**config.mk**
```make
export PLATFORM = sky130hd
export DESIGN_NAME = tx_retry_ctrl
export DESIGN_NICKNAME = d
export VERILOG_FILES = /design/src/rtl/tx_retry_ctrl_pkg.sv /design/src/rtl/ack_frame_match.sv /design/src/rtl/tx_retry_ctrl.sv
export SDC_FILE = /design/constraint.sdc
export NUM_CORES = 1
export LEC_CHECK = 0
export CORE_MARGIN = 2
export CORE_UTILIZATION = 37
export DETAILED_ROUTE_END_ITERATION = 10
export PLACE_DENSITY = 0.87
export SYNTH_ARGS = -nofsm -noshare
export SYNTH_HDL_FRONTEND = slang
export SYNTH_SLANG_ARGS = --single-unit
```
**constraint.sdc**
```tcl
create_clock -name clk -period 2.5 [get_ports clk]
set_clock_uncertainty 0.05 [all_clocks]
set_input_delay 0.375 -clock clk [delete_from_list [all_inputs] [get_ports clk]]
set_output_delay 0.375 -clock clk [all_outputs]
set_load 0.005 [all_outputs]
```
**src/rtl/tx_retry_ctrl_pkg.sv**
```systemverilog
// Shared definitions for the TX retry controller: FSM encoding, ACK
// frame-control constants and the contention-window step helper.
package tx_retry_ctrl_pkg;

  typedef enum logic [2:0] {
    ST_IDLE         = 3'd0,
    ST_WAIT_BACKOFF = 3'd1,
    ST_TX_ON        = 3'd2,
    ST_WAIT_ACK     = 3'd3,
    ST_REPORT       = 3'd4
  } tx_state_t;

  // 802.11 control frame, ACK subtype
  localparam logic [1:0] ACK_FC_TYPE    = 2'b01;
  localparam logic [3:0] ACK_FC_SUBTYPE = 4'b1101;

  // Next CW exponent after a failed attempt: +1, clamped at max_exp.
  // Since cur < max_exp <= 15 on the increment path, it never wraps.
  function automatic logic [3:0] cw_exp_next(input logic [3:0] cur,
                                             input logic [3:0] max_exp);
    if (cur >= max_exp) return max_exp;
    else                return cur + 4'd1;
  endfunction

endpackage

```
**src/rtl/ack_frame_match.sv**
```systemverilog
// Combinational detector for a good ACK frame addressed to this station.
module ack_frame_match
  import tx_retry_ctrl_pkg::*;
(
  input  logic        fcs_in_strobe,
  input  logic        fcs_valid,
  input  logic [1:0]  FC_type,
  input  logic [3:0]  FC_subtype,
  input  logic        addr1_valid,
  input  logic [47:0] addr1,
  input  logic [47:0] self_mac_addr,
  output logic        ack_match
);

  // Match only on a passing FCS for an ACK whose RA is our own address
  always_comb begin
    ack_match = fcs_in_strobe & fcs_valid &
                (FC_type == ACK_FC_TYPE) & (FC_subtype == ACK_FC_SUBTYPE) &
                addr1_valid & (addr1 == self_mac_addr);
  end

endmodule

```
**src/rtl/tx_retry_ctrl.sv**
```systemverilog
// TX retry controller: starts a transmission once backoff completes, waits
// for the ACK when one is expected, retries with a growing contention window
// up to retry_limit, and reports the packet outcome with a one-cycle strobe.
module tx_retry_ctrl
  import tx_retry_ctrl_pkg::*;
#(
  parameter int RETRY_WIDTH  = 4,
  parameter int ACK_TO_WIDTH = 9
) (
  input  logic                    clk,
  input  logic                    rstn,
  input  logic                    tsf_pulse_1M,
  input  logic                    high_tx_allowed,
  input  logic                    tx_pkt_valid,
  input  logic                    tx_pkt_need_ack,
  input  logic                    phy_tx_done,
  input  logic                    fcs_in_strobe,
  input  logic                    fcs_valid,
  input  logic [1:0]              FC_type,
  input  logic [3:0]              FC_subtype,
  input  logic                    addr1_valid,
  input  logic [47:0]             addr1,
  input  logic [47:0]             self_mac_addr,
  input  logic [ACK_TO_WIDTH-1:0] ack_timeout_time,
  input  logic [3:0]              cw_min_exp,
  input  logic [3:0]              cw_max_exp,
  input  logic [RETRY_WIDTH-1:0]  retry_limit,
  output logic                    phy_tx_start,
  output logic [3:0]              cw_exp,
  output logic [RETRY_WIDTH-1:0]  retry_count,
  output logic                    tx_pkt_done,
  output logic                    tx_pkt_success,
  output logic                    busy
);

  tx_state_t               state;
  logic                    rearm;
  logic                    need_ack;
  logic [ACK_TO_WIDTH-1:0] ack_timer;
  logic                    ack_match;

  ack_frame_match u_ack_match (
    .fcs_in_strobe (fcs_in_strobe),
    .fcs_valid     (fcs_valid),
    .FC_type       (FC_type),
    .FC_subtype    (FC_subtype),
    .addr1_valid   (addr1_valid),
    .addr1         (addr1),
    .self_mac_addr (self_mac_addr),
    .ack_match     (ack_match)
  );

  // Packet FSM with registered strobes, CW/retry bookkeeping and re-arm flag.
  // Every path back to IDLE also reloads cw_exp/retry_count so that both
  // already hold their IDLE values in the first IDLE cycle.
  always_ff @(posedge clk or negedge rstn) begin
    if (!rstn) begin
      state          <= ST_IDLE;
      rearm          <= 1'b1;
      need_ack       <= 1'b0;
      ack_timer      <= '0;
      phy_tx_start   <= 1'b0;
      cw_exp         <= '0;
      retry_count    <= '0;
      tx_pkt_done    <= 1'b0;
      tx_pkt_success <= 1'b0;
      busy           <= 1'b0;
    end else begin
      phy_tx_start   <= 1'b0;
      tx_pkt_done    <= 1'b0;
      tx_pkt_success <= 1'b0;

      // Done clears the flag first, so the cycle after done can never restart
      if (tx_pkt_done)        rearm <= 1'b0;
      else if (!tx_pkt_valid) rearm <= 1'b1;

      unique case (state)
        ST_IDLE: begin
          cw_exp      <= cw_min_exp;
          retry_count <= '0;
          if (tx_pkt_valid && rearm) begin
            state <= ST_WAIT_BACKOFF;
            busy  <= 1'b1;
          end
        end

        ST_WAIT_BACKOFF: begin
          if (high_tx_allowed) begin
            phy_tx_start <= 1'b1;
            need_ack     <= tx_pkt_need_ack;
            state        <= ST_TX_ON;
          end else if (!tx_pkt_valid) begin
            state       <= ST_IDLE;
            busy        <= 1'b0;
            cw_exp      <= cw_min_exp;
            retry_count <= '0;
          end
        end

        ST_TX_ON: begin
          if (phy_tx_done) begin
            if (need_ack) begin
              state     <= ST_WAIT_ACK;
              ack_timer <= ack_timeout_time;
            end else begin
              state          <= ST_REPORT;
              tx_pkt_done    <= 1'b1;
              tx_pkt_success <= 1'b1;
            end
          end
        end

        ST_WAIT_ACK: begin
          if (ack_match) begin
            state          <= ST_REPORT;
            tx_pkt_done    <= 1'b1;
            tx_pkt_success <= 1'b1;
          end else if (ack_timer == '0) begin
            if (retry_count == retry_limit) begin
              state       <= ST_REPORT;
              tx_pkt_done <= 1'b1;
            end else begin
              retry_count <= retry_count + RETRY_WIDTH'(1);
              cw_exp      <= cw_exp_next(cw_exp, cw_max_exp);
              state       <= ST_WAIT_BACKOFF;
            end
          end else if (tsf_pulse_1M) begin
            ack_timer <= ack_timer - ACK_TO_WIDTH'(1);
          end
        end

        ST_REPORT: begin
          state       <= ST_IDLE;
          busy        <= 1'b0;
          cw_exp      <= cw_min_exp;
          retry_count <= '0;
        end

        default: begin
          state <= ST_IDLE;
          busy  <= 1'b0;
        end
      endcase
    end
  end

endmodule

```
==> flow_metrics.py <==
metrics = {
    "floorplanning": {
        "rows": 28,
        "start_util_pct": 38.6,
        "num_io_pins": 145,
        "die_area_mm2": 0.00690,
        "core_area_mm2": 0.00599,
        "die_x_um": 83.1,
        "die_y_um": 83.1,
    },
    "final_layout": {
        "diodes": 0,
        "ff_latch_area_um2": 652,
        "num-fill-cells": 497,
        "drive_gt1_share_pct": 7.62,
        "nets": 562,
        "multi_input_area_mm2": 0.00157,
        "stdcell_area_mm2": 0.00394,
        "area_growth_pct": 70.6,
        "mostFrequentLayoutCell": "clkdlybuf4s50_1",
        "mostFrequentLayoutCells": "clkdlybuf4s50_1, xor2_1, dfrtp_1, nor2_1, nand2_1",
    },
    "synth": {
        "synth_area_per_cell_um2": 8.60,
        "yosysWarnings": 0,
        "synth_seq_cells": 26,
        "yosys.area_share.simple_pct": 24.7,
        "synth-adder-area-share_pct": 4.33,
        "synth_edf_count": 0,
        "netlist_instances": 269,
        "synth-main-ff-cell": "dfrtp_1",
        "syn_area_mm2": 0.00231,
        "synth_mux_area_share_pct": 0.920,
        "synthArstFlopShare_pct": 100,
        "synthXorXnorAreaFrac_pct": 20.5,
        "synth_compound_gate_area_share_pct": 16.7,
        "synth_seq_area_share_pct": 28.2,
        "synth_cell_type_count": 61,
        "syn_nets": 410,
        "synth_top_family_by_area": "simple AND/OR/NAND/NOR gates",
    },
    "hold_path": {
        "min_path_type": "reg2reg",
        "hold_depth": 1,
    },
    "power_and_ir_drop": {
        "ir_drop_mv": 0.464,
        "design_power_total_mw": 2.20,
        "power_density_mw_per_mm2": 559,
        "leakagePower_nw": 1.64,
    },
    "grt": {
        "antenna_found_initial": 0,
        "grt_util_met1_pct": 21.9,
        "grt_pass1_wl_mm": 12.5,
        "gr-total-overflow": 0,
        "grt_max_degree": 27,
        "met3_usage_pct": 6.26,
        "use_met2_pct": 43.6,
        "top_usage_layer": "met2",
        "grt_pass1_vias": 2752,
        "gr-usage-all-layers_pct": 22.0,
    },
    "placed_design": {
        "place_ws_ns": -0.260,
        "gp_congestion": 0.865,
        "port_buffers": 144,
        "dp_hpwl_mm": 6.61,
        "placed_cell_area_mm2": 0.00387,
    },
    "worst_setup_path": {
        "worstSetupPathType": "in2reg",
        "required_ns": 2.60,
        "cp.arrival_ns": 2.47,
        "worstSetupEndpointType": "flop",
        "path_max_fanout": 7,
        "r2r_cells": 6,
        "r2r_setup_slack_ns": 0.34,
        "worstSetupStartpointType": "primary input",
    },
    "route": {
        "vias": 2556,
        "routed_wl_mm": 7.64,
        "viasPerCell": 5.16,
        "drc": 0,
        "drt_iter0_drc": 150,
        "ant_nets": 0,
        "drt_pre_antenna_iters": 4,
        "route.detailed.wl_per_inst_um": 15.4,
    },
    "clock_network": {
        "cts_tree": "done",
        "postCtsSetupBuffers": 0,
        "cts_buffer_depth": 2,
        "clock_latency_ns": 0.27,
        "cts_root_buf": "clkbuf_8",
        "h-tree-depth": 1,
        "clock_sinks": 26,
        "postCtsHoldBufs": 0,
        "numCtsBuffers": 3,
        "path_clk_slew_ns": 0.09,
        "cts_resized": 0,
    },
    "timing": {
        "fmax_ghz": 0.422,
        "maxSlewHeadroom_pct": 72.8,
        "hold_violations": 0,
        "worst_slew_pin_slew_ns": 0.407,
        "period_needed_ns": 2.37,
        "setup_viol": 0,
        "finalCritPeriodShare_pct": 94.7,
        "finalWorstSetupSlack_ns": 0.133,
        "drv_slew": 0,
        "rsz0062_at_grt": "false",
    },
    "run": {
        "max_cap_viol_count": 0,
    },
    "outcome": {
        "status": "finished, final reports clean",
    },
}
==> worst max-delay path, stage by stage <==
cell and delay [ns]:
clkdlybuf4s50_1 0.41, xor2_1 0.17, nor4_2 0.31, nand4_1 0.23, nor4_4 0.39, buf_4 0.22, o21ai_0 0.12, a21oi_1 0.17
a211oi_1 0.06
==> cell type report <==
type,instances,share of cell area (%)
multi-input combinational,220,39.8
timing repair buffer,153,38.3
sequential,26,16.5
inverter,17,1.62
tap,75,2.38
clock buffer,4,1.40
==> stage by stage <==
| step | util, % | setup TNS, ns | cells | hold WS [ns] |
|---|---|---|---|---|
| final | 65.8 | 0 | 495 | 0.346 |
| after CTS | 65.5 | 0 | 495 | 0.354 |
| after floorplan | - | 0 | 269 | 0.0294 |
| after global routing | 65.8 | 0 | 495 | 0.362 |
| after detailed placement | 64.6 | -3.58 | 491 | 0.336 |
| after global placement | 64.6 | -1.77 | 491 | 0.338 |
==> synthesized netlist by cell type (2+ instances only) <==
library cell / count / area share (%)
a211oi_1: 2 / 0.65
a21o_1: 2 / 0.65
a21oi_1: 18 / 3.9
a2bb2oi_1: 2 / 0.76
and3_1: 3 / 0.81
buf_6: 2 / 0.97
dfrtp_1: 25 / 27
ha_1: 8 / 4.3
inv_1: 16 / 2.6
nand2_1: 21 / 3.4
nand2b_1: 5 / 1.4
nand3_1: 8 / 1.7
nand4_1: 3 / 0.81
nand4b_1: 2 / 0.76
nor2_1: 21 / 3.4
nor3_1: 6 / 1.3
nor4_1: 13 / 3.5
nor4_4: 2 / 1.8
o211ai_1: 3 / 0.97
o21ai_0: 9 / 1.9
o221ai_1: 3 / 1.1
o22a_1: 2 / 0.76
o22ai_1: 2 / 0.54
or3_1: 2 / 0.54
xnor2_1: 2 / 0.76
xor2_1: 52 / 20
==> state kept, by name, summed over array words and instances, names as in the netlist, 3 cells and up <==
signal / cells
state: 3
ack_timer: 9
retry_count: 4
cw_exp: 4
==> routing by layer <==
layer  routed length (um)  vias up  share of wire (%)
li1                     -     1261                  -
met1                 2650     1175                 35
met2                 4180      108                 55
met3                  652       12                8.5
met4                  162        0                2.1
met5                    0        -                  0
==> cell families after synthesis <==
kind of cell,after synthesis
AND/OR/NAND/NOR,100
flip-flops,26
adder cells (fa/ha/maj),8
XOR/XNOR,54
multiplexers,2
buffers and inverters,23
AO/OA/AOI/OAI,56
==> power by group <==
part	total, mW	switching, mW	internal [mW]	leakage, nW
registers	0.766	0.198	0.569	0.319
logic	1.16	0.499	0.664	1.29
clock network	0.275	0.134	0.141	0.0288
==> path summary, 6_finish.rpt <==
kind,from,endpoint
setup reg to reg,ack_timer[5],retry_count[3]
min in group asynchronous,rstn,retry_count[2]
setup / recovery,self_mac_addr[42],ack_timer[5]
hold / removal,tx_pkt_done,rearm
max in group asynchronous,rstn,rearm
hold reg to reg,tx_pkt_done,rearm
Power figures use the tool's default switching activity.
